### config.mk
export PLATFORM = sky130hd
export DESIGN_NAME = spike_scheduler_flat
export DESIGN_NICKNAME = d
export VERILOG_FILES = /design/src/rtl/spike_pkg.sv /design/src/rtl/spike_scheduler_if.sv /design/src/rtl/spike_lif_unit.sv /design/src/rtl/spike_scheduler.sv /design/src/flat_wrapper.sv
export SDC_FILE = /design/constraint.sdc
export NUM_CORES = 1
export LEC_CHECK = 0
export BUFFER_PORTS_ARGS = -buffer_cell sky130_fd_sc_hd__buf_2
export CAP_MARGIN = 20
export CORE_ASPECT_RATIO = 0.5
export CORE_MARGIN = 3
export CORE_UTILIZATION = 40
export CTS_CLUSTER_DIAMETER = 120
export DETAILED_ROUTE_END_ITERATION = 16
export SLEW_MARGIN = 20
export SYNTH_ARGS = -nofsm -noshare
export SYNTH_HDL_FRONTEND = slang
export SYNTH_HIERARCHICAL = 1
export SYNTH_SLANG_ARGS = --single-unit
### constraint.sdc
create_clock -name clk -period 4.2 [get_ports clk]
set_input_delay 0.63 -clock clk [delete_from_list [all_inputs] [get_ports clk]]
set_output_delay 0.63 -clock clk [all_outputs]
set_load 0.02 [all_outputs]
### src/rtl/spike_pkg.sv
// Shared register map, control bit positions and FSM state type for the
// spike scheduler peripheral.
package spike_pkg;

  localparam int unsigned ADDR_W = 4;
  localparam int unsigned BUS_W  = 8;

  localparam logic [ADDR_W-1:0] ADDR_IN0    = 4'h0;
  localparam logic [ADDR_W-1:0] ADDR_IN1    = 4'h1;
  localparam logic [ADDR_W-1:0] ADDR_IN2    = 4'h2;
  localparam logic [ADDR_W-1:0] ADDR_IN3    = 4'h3;
  localparam logic [ADDR_W-1:0] ADDR_THRESH = 4'h4;
  localparam logic [ADDR_W-1:0] ADDR_CTRL   = 4'h5;
  localparam logic [ADDR_W-1:0] ADDR_PERIOD = 4'h6;
  localparam logic [ADDR_W-1:0] ADDR_STATUS = 4'h7;
  localparam logic [ADDR_W-1:0] ADDR_ACC0   = 4'h8;
  localparam logic [ADDR_W-1:0] ADDR_ACC1   = 4'h9;
  localparam logic [ADDR_W-1:0] ADDR_ACC2   = 4'hA;
  localparam logic [ADDR_W-1:0] ADDR_ACC3   = 4'hB;

  localparam int unsigned CTRL_EN   = 0;
  localparam int unsigned CTRL_CLR  = 1;
  localparam int unsigned CTRL_EXT  = 2;
  localparam int unsigned CTRL_BUSY = 7;

  localparam logic [BUS_W-1:0] THRESH_RST = 8'd100;

  typedef enum logic [1:0] {IDLE, WAIT, SCAN, DONE} state_t;

endpackage

### src/rtl/spike_scheduler_if.sv
// Peripheral register bus between the host core and the spike scheduler.
interface spike_scheduler_if;
  import spike_pkg::*;

  logic [ADDR_W-1:0] address;
  logic              data_write;
  logic [BUS_W-1:0]  data_in;
  logic [BUS_W-1:0]  data_out;

  modport master (output address, output data_write, output data_in, input data_out);
  modport slave  (input address, input data_write, input data_in, output data_out);

endinterface

### src/rtl/spike_lif_unit.sv
// Shared integrate-and-fire datapath: saturating accumulate and threshold
// compare for whichever channel the scheduler is currently scanning.
module spike_lif_unit #(
  parameter int unsigned DW = 8
) (
  input  logic [DW-1:0] acc,
  input  logic [DW-1:0] in,
  input  logic [DW-1:0] thresh,
  output logic [DW-1:0] sum,
  output logic          fire
);

  logic [DW:0] raw;

  assign raw  = {1'b0, acc} + {1'b0, in};
  assign sum  = raw[DW] ? {DW{1'b1}} : raw[DW-1:0];
  // A zero threshold disables firing while the accumulator keeps integrating.
  assign fire = (thresh != '0) && (sum >= thresh);

endmodule

### src/rtl/spike_scheduler.sv
// Round-robin spike-encoding sequencer: sweeps NUM_CH channels through one
// shared integrate-and-fire unit per frame and exposes config/status registers.
module spike_scheduler
  import spike_pkg::*;
#(
  parameter int unsigned NUM_CH = 4,
  parameter int unsigned DW     = 8
) (
  input  logic               clk,
  input  logic               rst_n,
  input  logic [7:0]         ui_in,
  output logic [7:0]         uo_out,
  spike_scheduler_if.slave   bus
);

  localparam int unsigned CHW = (NUM_CH > 1) ? $clog2(NUM_CH) : 1;

  state_t            state, state_nxt;
  logic [DW-1:0]     cnt, cnt_nxt;
  logic [CHW-1:0]    ch, ch_nxt;

  logic [DW-1:0]     in_r [NUM_CH];
  logic [DW-1:0]     acc  [NUM_CH];
  logic [DW-1:0]     thresh;
  logic [DW-1:0]     period;
  logic              en;
  logic              ext;
  logic [NUM_CH-1:0] status;
  logic [NUM_CH-1:0] frame_vec;
  logic [NUM_CH-1:0] spikes;

  logic              busy;
  logic              wr_ctrl;
  logic              clr;
  logic              scan_act;
  logic              done_act;
  logic [NUM_CH-1:0] w1c;
  logic [DW-1:0]     lif_sum;
  logic              lif_fire;
  logic [BUS_W-1:0]  rd_data;
  logic              unused_ui;

  assign unused_ui = ^ui_in[7:1];

  assign busy     = (state == SCAN) || (state == DONE);
  assign wr_ctrl  = bus.data_write && (bus.address == ADDR_CTRL);
  assign clr      = wr_ctrl && bus.data_in[CTRL_CLR];
  assign scan_act = en && (state == SCAN);
  assign done_act = en && (state == DONE);
  assign w1c      = (bus.data_write && (bus.address == ADDR_STATUS)) ?
                    bus.data_in[NUM_CH-1:0] : '0;

  spike_lif_unit #(.DW(DW)) u_lif (
    .acc    (acc[ch]),
    .in     (in_r[ch]),
    .thresh (thresh),
    .sum    (lif_sum),
    .fire   (lif_fire)
  );

  // Frame sequencer state register.
  always_ff @(posedge clk or negedge rst_n) begin
    if (!rst_n) begin
      state <= IDLE;
      cnt   <= '0;
      ch    <= '0;
    end else begin
      state <= state_nxt;
      cnt   <= cnt_nxt;
      ch    <= ch_nxt;
    end
  end

  // Next-state: disable dominates every state; WAIT compares against live PERIOD.
  always_comb begin
    state_nxt = state;
    cnt_nxt   = cnt;
    ch_nxt    = '0;
    if (!en) begin
      state_nxt = IDLE;
      cnt_nxt   = '0;
    end else begin
      case (state)
        IDLE: begin
          state_nxt = WAIT;
          cnt_nxt   = '0;
        end
        WAIT: begin
          if (ext ? ui_in[0] : (cnt >= period)) begin
            state_nxt = SCAN;
          end else if (!ext) begin
            cnt_nxt = cnt + DW'(1);
          end
        end
        SCAN: begin
          if (32'(ch) == NUM_CH - 1) begin
            state_nxt = DONE;
          end else begin
            ch_nxt = ch + CHW'(1);
          end
        end
        DONE: begin
          state_nxt = WAIT;
          cnt_nxt   = '0;
        end
        default: state_nxt = IDLE;
      endcase
    end
  end

  // Register file, accumulators and spike/status capture.
  always_ff @(posedge clk or negedge rst_n) begin
    if (!rst_n) begin
      for (int unsigned i = 0; i < NUM_CH; i++) begin
        in_r[i] <= '0;
        acc[i]  <= '0;
      end
      thresh    <= DW'(THRESH_RST);
      period    <= '0;
      en        <= 1'b0;
      ext       <= 1'b0;
      status    <= '0;
      frame_vec <= '0;
      spikes    <= '0;
    end else begin
      if (bus.data_write) begin
        for (int unsigned i = 0; i < NUM_CH; i++) begin
          if (bus.address == ADDR_W'(ADDR_IN0 + i)) in_r[i] <= DW'(bus.data_in);
        end
        case (bus.address)
          ADDR_THRESH: thresh <= DW'(bus.data_in);
          ADDR_PERIOD: period <= DW'(bus.data_in);
          ADDR_CTRL: begin
            en  <= bus.data_in[CTRL_EN];
            ext <= bus.data_in[CTRL_EXT];
          end
          default: ;
        endcase
      end

      // Bits fired this frame survive a simultaneous clear.
      status <= (status & ~w1c) | (done_act ? frame_vec : '0);

      for (int unsigned i = 0; i < NUM_CH; i++) begin
        if (clr) begin
          acc[i] <= '0;
        end else if (scan_act && (32'(ch) == i)) begin
          acc[i] <= lif_fire ? '0 : lif_sum;
        end
      end

      if (!en) begin
        frame_vec <= '0;
        spikes    <= '0;
      end else begin
        if (scan_act) frame_vec[ch] <= lif_fire;
        if (done_act) spikes <= frame_vec;
      end
    end
  end

  // Register read mux; unimplemented and out-of-range channel addresses read 0.
  always_comb begin
    rd_data = '0;
    case (bus.address)
      ADDR_THRESH: rd_data = BUS_W'(thresh);
      ADDR_PERIOD: rd_data = BUS_W'(period);
      ADDR_STATUS: rd_data = BUS_W'(status);
      ADDR_CTRL: begin
        rd_data[CTRL_BUSY] = busy;
        rd_data[CTRL_EXT]  = ext;
        rd_data[CTRL_EN]   = en;
      end
      default: ;
    endcase
    for (int unsigned i = 0; i < NUM_CH; i++) begin
      if (bus.address == ADDR_W'(ADDR_IN0 + i))  rd_data = BUS_W'(in_r[i]);
      if (bus.address == ADDR_W'(ADDR_ACC0 + i)) rd_data = BUS_W'(acc[i]);
    end
  end

  assign bus.data_out = rd_data;
  assign uo_out       = {busy, 7'(spikes)};

endmodule

### src/flat_wrapper.sv
// flat-port wrapper written by rule: the top's interface ports become plain ports
module spike_scheduler_flat import spike_pkg::*;
#(
  parameter int unsigned NUM_CH = 4,
  parameter int unsigned DW     = 8
)
  (clk, rst_n, ui_in, uo_out, bus_address, bus_data_write, bus_data_in, bus_data_out);
  spike_scheduler_if bus_i ();
  input  logic clk;
  input  logic rst_n;
  input  logic [7:0] ui_in;
  output logic [7:0] uo_out;
  input wire logic [$bits(bus_i.address)-1:0] bus_address;
  input wire logic [$bits(bus_i.data_write)-1:0] bus_data_write;
  input wire logic [$bits(bus_i.data_in)-1:0] bus_data_in;
  output wire logic [$bits(bus_i.data_out)-1:0] bus_data_out;
  assign bus_i.address = bus_address;
  assign bus_i.data_write = bus_data_write;
  assign bus_i.data_in = bus_data_in;
  assign bus_data_out = bus_i.data_out;
  spike_scheduler #(.NUM_CH(NUM_CH), .DW(DW)) u_core (.clk(clk), .rst_n(rst_n), .ui_in(ui_in), .uo_out(uo_out), .bus(bus_i));
endmodule
==> parameters.txt <==
Parameter                              Value

Outcome
  Status ... completed

Detailed routing
  First-pass detailed-route iteration total ... 5
  Residual DRC count ... 0
  Total number of vias ... 5440
  Number of nets still failing antenna checks after routing ... 0
  Drt wl/cell ... 20.5 µm
  DRT Wirelength ... 19400 µm
  First DRT Iteration DRCs ... 470
  Ratio of routed vias to standard cells ... 5.77

Layout
  Count of nets after finishing ... 767
  Share of final-layout standard cells stronger than drive strength 1 ... 0.293
  Non-filler instance count after layout ... 943
  End-of-flow core utilization ... 0.464
  Antenna diode count ... 0
  Synthesis-to-layout area growth ... 11.9%

Placed design
  DP Wirelength ... 14000 µm
  Buffers added on ports ... 28
  Worst-case setup slack after placement ... -213 ps
  Last weighted congestion value of the routability-driven placer ... 0.856
  Placed cell count ... 925

Die
  Total Die Area ... 0.0189 mm²
  Die X ... 192 µm
  Effective utilization at floorplan ... 0.415
  Count of standard-cell rows ... 33
  Vert. Die Dim ... 98.8 µm
  Area of the core ... 0.0166 mm²
  Number of I/O pins ... 39

Global route
  Maximum number of pins on one net before global-route repair ... 61
  Initial antenna violation count ... 0
  Grt total ovfl ... 0
  Wire length of the first global-routing pass ... 30900 µm
  Gr usage total ... 0.212
  Number of global-route vias before repair ... 5397

Timing
  Min Tclk post-route ... 4060 ps
  Final cycle utilization of the critical path ... 0.968
  Final Worst Setup Slack ... 135 ps
  Actual slew at the worst max-slew pin ... 833 ps
  Final clock skew ... 14.4 ps
  Max Transition Viols Final ... 0
  Achievable clock frequency ... 246 MHz
  # setup viols final ... 0
  Slew margin rel. ... 0.444
  Setup TNS ... 0 ps
  Hold Fails Final Rpt ... 0

Worst setup path
  Largest fanout of any net on the critical path ... 5
  Data arrival, critical path ... 4350 ps
  Category of the worst setup path capture point ... flop
  Category of the most critical setup path ... flop to flop
  Nature of the critical path startpoint ... flop
  Worst EP required ... 4480 ps

Clocking
  Number of hold buffers added after CTS ... 0
  CTS Root Cell ... sky130_fd_sc_hd__clkbuf_16
  Insertion delay to the later sink of the worst-skew pair ... 360 ps
  Clock net sink count ... 106
  TritonCTS clock tree ... done
  Clock-pin slew of the registers on the worst-case setup and hold paths ... 80 ps
  Maximum root-to-sink buffer count ... 2
  Number of buffers inserted during clock tree synthesis ... 9
  Number of levels the H-tree was split into ... 3

Power and ir drop
  Max rail drop VDD ... 0.404 mV
  Clock network fraction of design power ... 0.167
  Net switching power ... 2.21 mW
  Proportion of power drawn by flip-flops and latches ... 0.285
  Cell leakage power ... 3.33 nW
  Sw Share ... 0.426
  Share of total power in combinational logic ... 0.548
  P_int ... 2.98 mW
  P per Cell Area ... 674 mW/mm²

Synth
  Top cells by count, synth ... sky130_fd_sc_hd__nand2_1, sky130_fd_sc_hd__dfrtp_1, sky130_fd_sc_hd__mux2_2, sky130_fd_sc_hd__ha_1, sky130_fd_sc_hd__a21oi_2
  Share of synthesized area occupied by flip-flops and latches ... 0.386
  Avg Synthesized Cell Area ... 10.0 µm²
  Synthesized netlist cell count ... 686
  Top cell type's share of synthesized area ... 0.374
  EDFF count, synth ... 0
  Post-synthesis async set-or-reset flop share ... 1.00
  Post-synthesis sequential element count ... 106
  Synth area leaders ... sky130_fd_sc_hd__dfrtp_1, sky130_fd_sc_hd__mux2_2, sky130_fd_sc_hd__mux4_2
  Most frequent cell after synthesis ... sky130_fd_sc_hd__nand2_1
  Main synth FF type ... sky130_fd_sc_hd__dfrtp_1
  Post-Syn Area ... 0.00688 mm²
  Cell type with the largest total area after synthesis ... sky130_fd_sc_hd__dfrtp_1
  Warnings from Yosys ... 6
  Library cells used by synthesis ... 72

Hold path
  Worst min-delay path class ... input port to asynchronous set/reset pin

Run
  Max-Cap Viols ... 0
-- per-layer routing --
metal	wire (µm)	GRT usage
met2	8570	0.319
met3	1240	0.0441
met5	0	0
met4	213	0.0423
met1	9320	0.317
-- critical path, stage by stage (launching register included) --
cell	delay, ps
sky130_fd_sc_hd__dfrtp_1	390
sky130_fd_sc_hd__buf_12	140
sky130_fd_sc_hd__mux4_2	530
sky130_fd_sc_hd__ha_2	210
sky130_fd_sc_hd__fa_1	390
sky130_fd_sc_hd__a21o_1	220
sky130_fd_sc_hd__a221oi_4	310
sky130_fd_sc_hd__buf_4	170
sky130_fd_sc_hd__xor2_2	150
sky130_fd_sc_hd__nand2_2	100
sky130_fd_sc_hd__ha_4	230
sky130_fd_sc_hd__a21o_1	180
sky130_fd_sc_hd__a21oi_2	170
sky130_fd_sc_hd__o211a_1	170
sky130_fd_sc_hd__nor2_2	70
sky130_fd_sc_hd__buf_4	170
sky130_fd_sc_hd__nor2b_4	160
sky130_fd_sc_hd__nand2_1	90
sky130_fd_sc_hd__a21oi_2	150
-- power groups by stage --
| stage | clock network (mW) | logic, mW | registers (mW) |
|---|---|---|---|
| 2_1_floorplan | 0 | 1.65 | 1.39 |
| 3_3_place_gp | 0 | 2.29 | 1.48 |
| 3_5_place_dp | 0 | 2.34 | 1.49 |
| 4_1_cts | 0.888 | 2.56 | 1.47 |
| 5_1_grt | 0.930 | 3.10 | 1.51 |
| 6_report | 0.867 | 2.85 | 1.48 |
-- placed cells by master, fill, tap and decap left out, types with 5 or more instances in the layout --
cell / n
sky130_fd_sc_hd__a21oi_1: 20
sky130_fd_sc_hd__a21oi_2: 33
sky130_fd_sc_hd__a22o_1: 7
sky130_fd_sc_hd__a22oi_1: 8
sky130_fd_sc_hd__a32o_1: 5
sky130_fd_sc_hd__and3_1: 7
sky130_fd_sc_hd__buf_2: 27
sky130_fd_sc_hd__buf_4: 27
sky130_fd_sc_hd__clkbuf_16: 9
sky130_fd_sc_hd__dfrtp_1: 103
sky130_fd_sc_hd__ha_1: 29
sky130_fd_sc_hd__inv_1: 30
sky130_fd_sc_hd__mux2_2: 50
sky130_fd_sc_hd__mux2i_1: 11
sky130_fd_sc_hd__mux4_2: 19
sky130_fd_sc_hd__nand2_1: 113
sky130_fd_sc_hd__nand2b_1: 7
sky130_fd_sc_hd__nand3_1: 19
sky130_fd_sc_hd__nand4_1: 5
sky130_fd_sc_hd__nor2_1: 28
sky130_fd_sc_hd__nor2b_1: 9
sky130_fd_sc_hd__nor2b_4: 9
sky130_fd_sc_hd__nor3_1: 9
sky130_fd_sc_hd__nor4_1: 7
sky130_fd_sc_hd__o21ai_0: 28
-- sequential cells by signal, indices dropped and copies added, names as in the netlist --
name              count
u_core/acc           32
u_core/in_r          32
u_core/cnt            8
u_core/period         8
u_core/thresh         8
u_core/frame_vec      4
u_core/spikes         4
u_core/status         4
u_core/ch             2
u_core/state          2
u_core/en             1
u_core/ext            1
-- cell type report --
class                           instances  area, µm²
Tap cell                              227        284
Inverter                               30        113
Sequential cell                       106       2660
Timing Repair Buffer                   56        378
Clock inverter                          7       78.8
Clock buffer                            9        225
Multi-Input combinational cell        508       3970
Fill cell                            1578       8900
-- cells by family after synthesis --
kind of cell,count (synthesis),synth area share
compound gates,150,0.161
other cells,1,0.000545
simple gates,237,0.167
buf+inv,74,0.0573
fa+ha+maj,33,0.0611
xor+xnor,4,0.00509
flops,106,0.386
mux,81,0.162
-- metrics by stage --
stage	hold slack (ps)	total power [mW]	area (µm²)
after floorplan	334	3.04	6900
after global placement	492	3.77	7240
after detailed placement	486	3.82	7240
after CTS	387	4.91	7590
after global routing	421	5.54	7700
final	360	5.19	7700
-- repair_timing --
| action | in CTS | in global routing |
|---|---|---|
| gates resized for setup | 15 | 16 |
| endpoints found under the setup margin | 32 | 36 |
| buffers inserted | 0 | 2 |
| pin swaps | 1 | 8 |
| gates cloned | 0 | 0 |
-- final timing paths --
kind	startpoint	to	slack [ps]	cells past startpoint
worst min-delay path	rst_n	u_core/in_r[25]	360	1
worst max-delay path	u_core/ch[0]	u_core/acc[15]	140	18
min in group clk	u_core/status[0]	u_core/status[0]	510	1
worst max register to register	u_core/ch[0]	u_core/acc[15]	140	18
max in group asynchronous	rst_n	u_core/in_r[13]	2970	2
worst min register to register	u_core/status[0]	u_core/status[0]	510	1
Note: power is estimated with default switching activity, not from simulation.
